[src/rtl/sprite_ram_writer.sv]
`timescale 1ns/1ps
// sprite_ram_writer: takes a row-major RRGGBB pixel stream and writes each
// frame into the back bank of a double-buffered sprite RAM. Banks swap on the
// first vblank rising edge after a frame completes, so the raster reader only
// ever sees whole frames. SPR_W and SPR_H are expected to be >= 2.
module sprite_ram_writer #(
  parameter int SPR_W  = 124,
  parameter int SPR_H  = 162,
  parameter int PIX_W  = 6,
  parameter int ADDR_W = 15
) (
  input  logic              vga_clk,
  input  logic              reset,
  input  logic [PIX_W-1:0]  pix_data,
  input  logic              pix_valid,
  input  logic              pix_sof,
  output logic              pix_ready,
  input  logic              vblank,
  output logic              wr_en,
  output logic [ADDR_W:0]   wr_addr,
  output logic [PIX_W-1:0]  wr_data,
  output logic              rd_bank,
  output logic              frame_done,
  output logic              frame_err,
  output logic              busy
);

  localparam int COL_W = $clog2(SPR_W);
  localparam int ROW_W = $clog2(SPR_H);
  localparam logic [COL_W-1:0] COL_LAST = COL_W'(SPR_W - 1);
  localparam logic [ROW_W-1:0] ROW_LAST = ROW_W'(SPR_H - 1);

  typedef enum logic [1:0] {
    IDLE      = 2'd0,
    WRITE     = 2'd1,
    WAIT_SWAP = 2'd2
  } state_t;

  state_t              state_q, state_d;
  logic [COL_W-1:0]    col_q, col_d;
  logic [ROW_W-1:0]    row_q, row_d;
  logic [ADDR_W-1:0]   offset_q, offset_d;
  logic                rd_bank_q, rd_bank_d;
  logic                wr_en_q, wr_en_d;
  logic [ADDR_W:0]     wr_addr_q, wr_addr_d;
  logic [PIX_W-1:0]    wr_data_q, wr_data_d;
  logic                frame_done_q, frame_done_d;
  logic                frame_err_q, frame_err_d;
  logic                vblank_q, vblank_d;

  // Per-cycle decisions shared between the next-state and output logic.
  logic                accept;
  logic                last_pix;
  logic                vblank_rise;
  logic                do_write;
  logic [ADDR_W-1:0]   write_offset;
  logic                early_sof;
  logic                swap;

  // Ready is held low during reset so no beat can be accepted (and no write
  // owed) in the reset cycle.
  assign pix_ready   = !reset && (state_q != WAIT_SWAP);
  assign busy        = (state_q != IDLE);
  assign accept      = pix_valid && pix_ready;
  assign last_pix    = (row_q == ROW_LAST) && (col_q == COL_LAST);
  assign vblank_rise = vblank && !vblank_q;

  assign wr_en      = wr_en_q;
  assign wr_addr    = wr_addr_q;
  assign wr_data    = wr_data_q;
  assign rd_bank    = rd_bank_q;
  assign frame_done = frame_done_q;
  assign frame_err  = frame_err_q;

  // State register: all flops, synchronous reset.
  always_ff @(posedge vga_clk) begin
    if (reset) begin
      state_q      <= IDLE;
      col_q        <= '0;
      row_q        <= '0;
      offset_q     <= '0;
      rd_bank_q    <= 1'b0;
      wr_en_q      <= 1'b0;
      wr_addr_q    <= '0;
      wr_data_q    <= '0;
      frame_done_q <= 1'b0;
      frame_err_q  <= 1'b0;
      vblank_q     <= 1'b1;  // vblank high out of reset is not an edge
    end else begin
      state_q      <= state_d;
      col_q        <= col_d;
      row_q        <= row_d;
      offset_q     <= offset_d;
      rd_bank_q    <= rd_bank_d;
      wr_en_q      <= wr_en_d;
      wr_addr_q    <= wr_addr_d;
      wr_data_q    <= wr_data_d;
      frame_done_q <= frame_done_d;
      frame_err_q  <= frame_err_d;
      vblank_q     <= vblank_d;
    end
  end

  // Next-state logic: frame sequencing and the row/col/offset counters.
  always_comb begin
    state_d      = state_q;
    col_d        = col_q;
    row_d        = row_q;
    offset_d     = offset_q;
    do_write     = 1'b0;
    write_offset = offset_q;
    early_sof    = 1'b0;
    swap         = 1'b0;
    case (state_q)
      IDLE: begin
        // Beats before a start-of-frame are silently dropped.
        if (accept && pix_sof) begin
          do_write     = 1'b1;
          write_offset = '0;
          col_d        = COL_W'(1);
          row_d        = '0;
          offset_d     = ADDR_W'(1);
          state_d      = WRITE;
        end
      end
      WRITE: begin
        if (accept) begin
          do_write = 1'b1;
          if (last_pix) begin
            // sof on the final beat is ignored; the frame is complete.
            col_d    = '0;
            row_d    = '0;
            offset_d = '0;
            state_d  = WAIT_SWAP;
          end else if (pix_sof) begin
            // Early sof: restart the frame with this beat as pixel 0.
            early_sof    = 1'b1;
            write_offset = '0;
            col_d        = COL_W'(1);
            row_d        = '0;
            offset_d     = ADDR_W'(1);
          end else begin
            if (col_q == COL_LAST) begin
              col_d = '0;
              row_d = row_q + ROW_W'(1);
            end else begin
              col_d = col_q + COL_W'(1);
            end
            offset_d = offset_q + ADDR_W'(1);
          end
        end
      end
      WAIT_SWAP: begin
        // Only a rising edge seen while waiting counts; an edge in the cycle
        // the last pixel was taken has already been absorbed into vblank_q.
        if (vblank_rise) begin
          swap    = 1'b1;
          state_d = IDLE;
        end
      end
      default: begin
        state_d = IDLE;
      end
    endcase
  end

  // Output logic: registered RAM write port, bank select and status pulses.
  always_comb begin
    wr_en_d      = do_write;
    wr_addr_d    = wr_addr_q;
    wr_data_d    = wr_data_q;
    frame_done_d = swap;
    frame_err_d  = early_sof;
    rd_bank_d    = rd_bank_q ^ swap;
    vblank_d     = vblank;
    if (do_write) begin
      wr_addr_d = {~rd_bank_q, write_offset};
      wr_data_d = pix_data;
    end
  end

endmodule
[config.mk]
export PLATFORM = sky130hd
export DESIGN_NAME = sprite_ram_writer
export DESIGN_NICKNAME = d
export VERILOG_FILES = /design/src/rtl/sprite_ram_writer.sv
export SDC_FILE = /design/constraint.sdc
export NUM_CORES = 1
export LEC_CHECK = 0
export ABC_AREA = 1
export CAP_MARGIN = 30
export CELL_PAD_IN_SITES_DETAIL_PLACEMENT = 1
export CELL_PAD_IN_SITES_GLOBAL_PLACEMENT = 1
export CORE_UTILIZATION = 30
export CTS_CLUSTER_SIZE = 12
export DETAILED_ROUTE_END_ITERATION = 10
export PLACE_DENSITY_LB_ADDON = 0.25
export SYNTH_ARGS = -nofsm -noshare
export SYNTH_HDL_FRONTEND = slang
export SYNTH_SLANG_ARGS = --single-unit
export TNS_END_PERCENT = 50
[constraint.sdc]
create_clock -name vga_clk -period 3.3 [get_ports vga_clk]
set_clock_uncertainty 0.15 [all_clocks]
set_input_delay 0.495 -clock vga_clk [delete_from_list [all_inputs] [get_ports vga_clk]]
set_output_delay 0.495 -clock vga_clk [all_outputs]
set_load 0.1 [all_outputs]
# Yosys cells after proc, flatten, opt, wreduce, memory -nomap -nowiden
# Index checks and enable logic that the tools add are counted.
# word_totals
ff_bits	59
wordCells	75
out_inout_bits	28
in_bits	11
# classes
n_reduce_logical	14
bitwise	4
addsub	3
eq_ne	10
n_mux	33
# op_table
op	n
two-way mux 15 bit	8
one-hot mux 15 bit (2 select lines)	2
two-way mux 8 bit	5
two-way mux 7 bit	5
one-hot mux 8 bit (2 select lines)	1
adder 15 x 1 -> 15 bit, second input constant	1
one-hot mux 7 bit (2 select lines)	1
inequality test 2 bit, second input constant	5
adder 8 x 1 -> 8 bit, second input constant	1
equality test 8 bit, second input constant	1
two-way mux 2 bit	4
AND reduction 4 bit	2
adder 7 x 1 -> 7 bit, second input constant	1
equality test 7 bit, second input constant	1
one-hot mux 2 bit (3 select lines)	1
logical AND 1 bit	5
two-way mux 1 bit	5
inequality test 4 bit, second input constant	1
nonzero test 2 bit	2
OR reduction 4 bit	1
NOT 1 bit	3
AND reduction 3 bit	1
equality test 2 x 1 -> 1 bit, second input constant	1
equality test 2 bit, second input constant	1
other kinds (4)	5

# Depth between registers and ports, before layout
# depth
ltp_word	6
mapped_depth	11
ltp_nobuf	11

# Worst setup path before layout
# No wires, ideal clock.
# synth_path
path_kind	reg2reg
start	register state_q[0]
end	register wr_addr_q[10] (netlist: wr_addr[10])
path_stages_with_launch	11
period_less_slack_ps	2378
t_arrival_ps	2096
setup_ps	132
t_required_ps	3018
n_path_buf	1
slack_ps	922
path_cell_list	dfxtp_1 > inv_2 > nand2_2 > inv_1 > nor2_2 > nand2_1 > nor2_2 > nand3_2 > buf_6 > nand2_1 > a21oi_1
# synth_between
elab_chain_cells	6
elab_cells_between_ends	12
classes_between	eq/ne (2); mux (6); reduce/logical (4)
# synth_lines
element	line	rtl
from (decl)	39	state_t state_q, state_d;
from (signal assigned)	90	state_q <= state_d;
inequality test 2 bit *	62	assign pix_ready = !reset && (state_q != WAIT_SWAP);
logical AND 1 bit *	62	
via pix_ready	17	output logic pix_ready,
logical AND 1 bit *	64	assign accept = pix_valid && pix_ready;
logical AND 1 bit	117	if (accept && pix_sof) begin
two-way mux 15 bit or two-way mux 1 bit (tied branches)	117	
one-hot mux 15 bit (2 select lines) or one-hot mux 1 bit (2 select lines) (tied branches)	114	case (state_q)
to (signal assigned)	96	wr_addr_q <= wr_addr_d;
to (decl)	45	logic [ADDR_W:0] wr_addr_q, wr_addr_d;
# The timed path passes the listed nets; every way through them passes the cells marked *.
# A chain may end at the register's enable or synchronous reset.

# Worst setup path after layout
# layout_path
start	input reset
end	register wr_addr_q[5] (netlist: wr_addr[5])
# layout_between
elab_chain_cells	6
elab_cells_between_ends	10
classes_between	mux (6); reduce/logical (4)
# layout_lines
element	line	rtl
from (decl)	13	input logic reset,
zero test 1 bit	62	
logical AND 1 bit	62	
logical AND 1 bit	64	
logical AND 1 bit	117	
two-way mux 15 bit or two-way mux 1 bit (tied branches)	117	
one-hot mux 15 bit (2 select lines) or one-hot mux 1 bit (2 select lines) (tied branches)	114	
# Parallel ways exist; a longest one is shown, timed or not.

==> results by group <==
Min path
  • Hold crit path type: flip-flop to flip-flop

CTS
  • TritonCTS clock tree: yes
  • CTS Sinks: 59
  • Worst skew pair latency: 330 ps
  • Max clock buf depth: 2
  • Root Buffer: clkbuf_8
  • Clock slew at reported path FFs: 60 ps
  • H-tree depth: 3
  • CTS Buf Count: 9
  • Setup Fix Bufs, Post-CTS: 0
  • # hold bufs at CTS: 0
  • PostCTS Resize Cnt: 0

GRT
  • Gr ovfl total: 0
  • First-pass GRT wire length: 12200 um
  • Vias in the first global route: 2513
  • Initial antenna violation count: 0
  • Total GRT Usage: 16.0%
  • Largest net degree at the start of global routing: 45

Floorplanning
  • # IOs: 39
  • Die height: 97.2 um
  • Die W: 97.2 um
  • Total die area: 0.00944 mm^2
  • FP Rows: 34
  • Starting density of the core: 31.0%
  • Core box area: 0.00876 mm^2

STA
  • Worst slew pin tran: 517 ps
  • Period utilisation layout: 70.6%
  • Hold Vio Cnt, Final: 0
  • Final setup viols: 0
  • Setup WS post-layout: 972 ps
  • Worst hold margin: 332 ps
  • Slew HR: 65.5%
  • Fmax achieved: 430 MHz
  • Max-slew violations: 0
  • RSZ-0062 raised after global routing: no
  • Setup TNS: 0 ps
  • Fin crit period: 2330 ps

Yosys
  • Main combinational cell family by area after synthesis: simple AND/OR/NAND/NOR gates
  • Asr flop ratio synth: 0%
  • Synthesized area: 0.00272 mm^2
  • Post-synthesis mux area share: 0%
  • Synth Area in XOR/XNOR: 0.967%
  • Synth cell types: 30
  • Yosys top cell area share: 43.5%
  • Simple-gate share of the synthesized area: 32.0%
  • YS warnings: 0
  • Ranking of synthesized cells by area: dfxtp_1 43%, nand2_1 12%, nor2_1 9.0%
  • Post-synth EDFFs: 0
  • Adder-cell share of the synthesized area: 1.84%
  • Flops & latches, synth: 59
  • Syn Area/Cell: 7.02 um^2
  • Post-synth top flop: dfxtp_1
  • Syn_nets: 402
  • Yosys top cell by area: dfxtp_1
  • Cells after synthesis: 387
  • Seq/Total Area, Yosys: 43.5%
  • Complex-gate fraction of the synthesized area: 11.7%

Setup path
  • Crit-path cells: clkdlybuf4s50_1 > buf_4 > inv_1 > nand4_4 > nor2_4 > inv_1 > nor2_1 > nand2_1 > a21oi_1
  • Worst-path maximum fanout: 17
  • Critical path endpoint category: flip-flop
  • CP Class: input pin to flip-flop
  • CP dominant cell by count: inv_1
  • CP Data Arrival Time: 2430 ps
  • Worst path max stage delay: 390 ps
  • Startpoint Class: input pin
  • Slowest-stage cell, CP: clkdlybuf4s50_1
  • CP required: 3400 ps

Placement
  • IO Port Bufs: 38
  • Gpl congestion: 0.795
  • Post-Place Setup Slack: 606 ps
  • Dpl hpwl: 5110 um
  • Inst Count DP: 523

Route
  • Total number of vias: 2481
  • DR pass1 iterations: 4
  • DR DRC count: 0
  • Initial DRC Count: 48
  • WL/cell: 13.0 um
  • Antenna Nets Post-Route: 0
  • DR vias/cell: 4.60
  • Final wirelength: 7030 um

Cells and area
  • Syn-to-layout area delta: 21.0%
  • Layout cells sized above 1: 13.7%
  • Non-filler cells in the finished layout: 539
  • Diode count: 0
  • Nets: 441

Power
  • Pwr Total: 1.59 mW
  • Max VDD drop: 0.197 mV
  • P_leak: 1.40 nW
  • Pwr dens: 483 mW/mm^2

Run
  • Max-cap viol count: 0

Status
  • Outcome: complete, no violations
worst max-delay path, delay by kind of cell:
family                 cells  cell delay [ps]
buffers and inverters      4             1050
AND/OR/NAND/NOR            4              730
AO/OA/AOI/OAI              1              140
where the power goes:
part           switching [mW]  leakage, nW  total (mW)  internal (mW)
sequential            0.00994        0.478       0.739          0.729
combinational           0.169        0.822       0.217         0.0480
clock                   0.286       0.0971       0.632          0.347
flip-flops by register name (all words and copies together), names as in the netlist:
signal,count
wr_data,6
frame_done,1
rd_bank,1
offset_q,15
wr_en,1
wr_addr,16
row_q,8
state_q,2
vblank_q,1
frame_err,1
col_q,7
placed cells by master (no fill, tap or decap), drive strengths merged:
cell,instances
nor3,9
nand4,7
ha,4
o32ai,1
bufinv,1
a21oi,26
inv,47
o22ai,1
dfxtp,59
o21bai,3
xor2,2
o21ai,29
nand3,22
xnor2,1
a31oi,1
clkdlybuf4s50,10
clkbuf,11
clkinv,4
buf,31
and3,1
nand3b,1
nand2,91
nor2,69
per-stage QoR:
stage / utilization (%) / instance area, um^2
6_report: 37.5 / 3290
5_1_grt: 37.5 / 3290
4_1_cts: 37.5 / 3290
3_5_place_dp: 35.4 / 3100
3_3_place_gp: 35.4 / 3100
2_1_floorplan: - / 2720
path summary, 6_finish.rpt:
path	from	to	slack [ps]	cells past startpoint
worst min register to register	wr_addr[3]	wr_addr[3]	330	2
worst max register to register	col_q[0]	row_q[2]	1240	10
worst max-delay path	reset	wr_addr[5]	970	9
worst min-delay path	wr_addr[3]	wr_addr[3]	330	2
cells in the mapped netlist (all sizes together), types with 2 or more instances:
master and n:
nor3 9, ha 4, inv 47, nand3 22
clkbuf 3, dfxtp 59, buf 10, nor2 69
xor2 2, o21ai 29, nand2 91, o21bai 3
nand4 7, a21oi 26
logic make-up (layout without fill, tap and decap cells):
kind of cell,after synthesis,after routing
adders and majority gates,4,4
xor gates and xnor gates,3,3
DFF,59,59
AOI/OAI and AO/OA,61,61
and+or+nand+nor,200,200
buffers and inverters,60,104
layer usage:
metal  vias to the layer above  track usage [%]  routed length [um]
li1                       1309                -                   -
met1                      1136             21.6                3630
met2                        30             25.1                3120
met3                         6             2.73                 191
met4                         0             6.54                  83
met5                         -                0                   0
cell type report:
cell class	count	area, um^2
clock buffers	11	131
clock inverters	5	53.8
fillers	1136	5480
inverters	47	176
multi-input cells	268	1260
flip-flops and latches	59	1180
well taps	108	135
repair buffers	41	345
(Power assumes the default switching activity.)
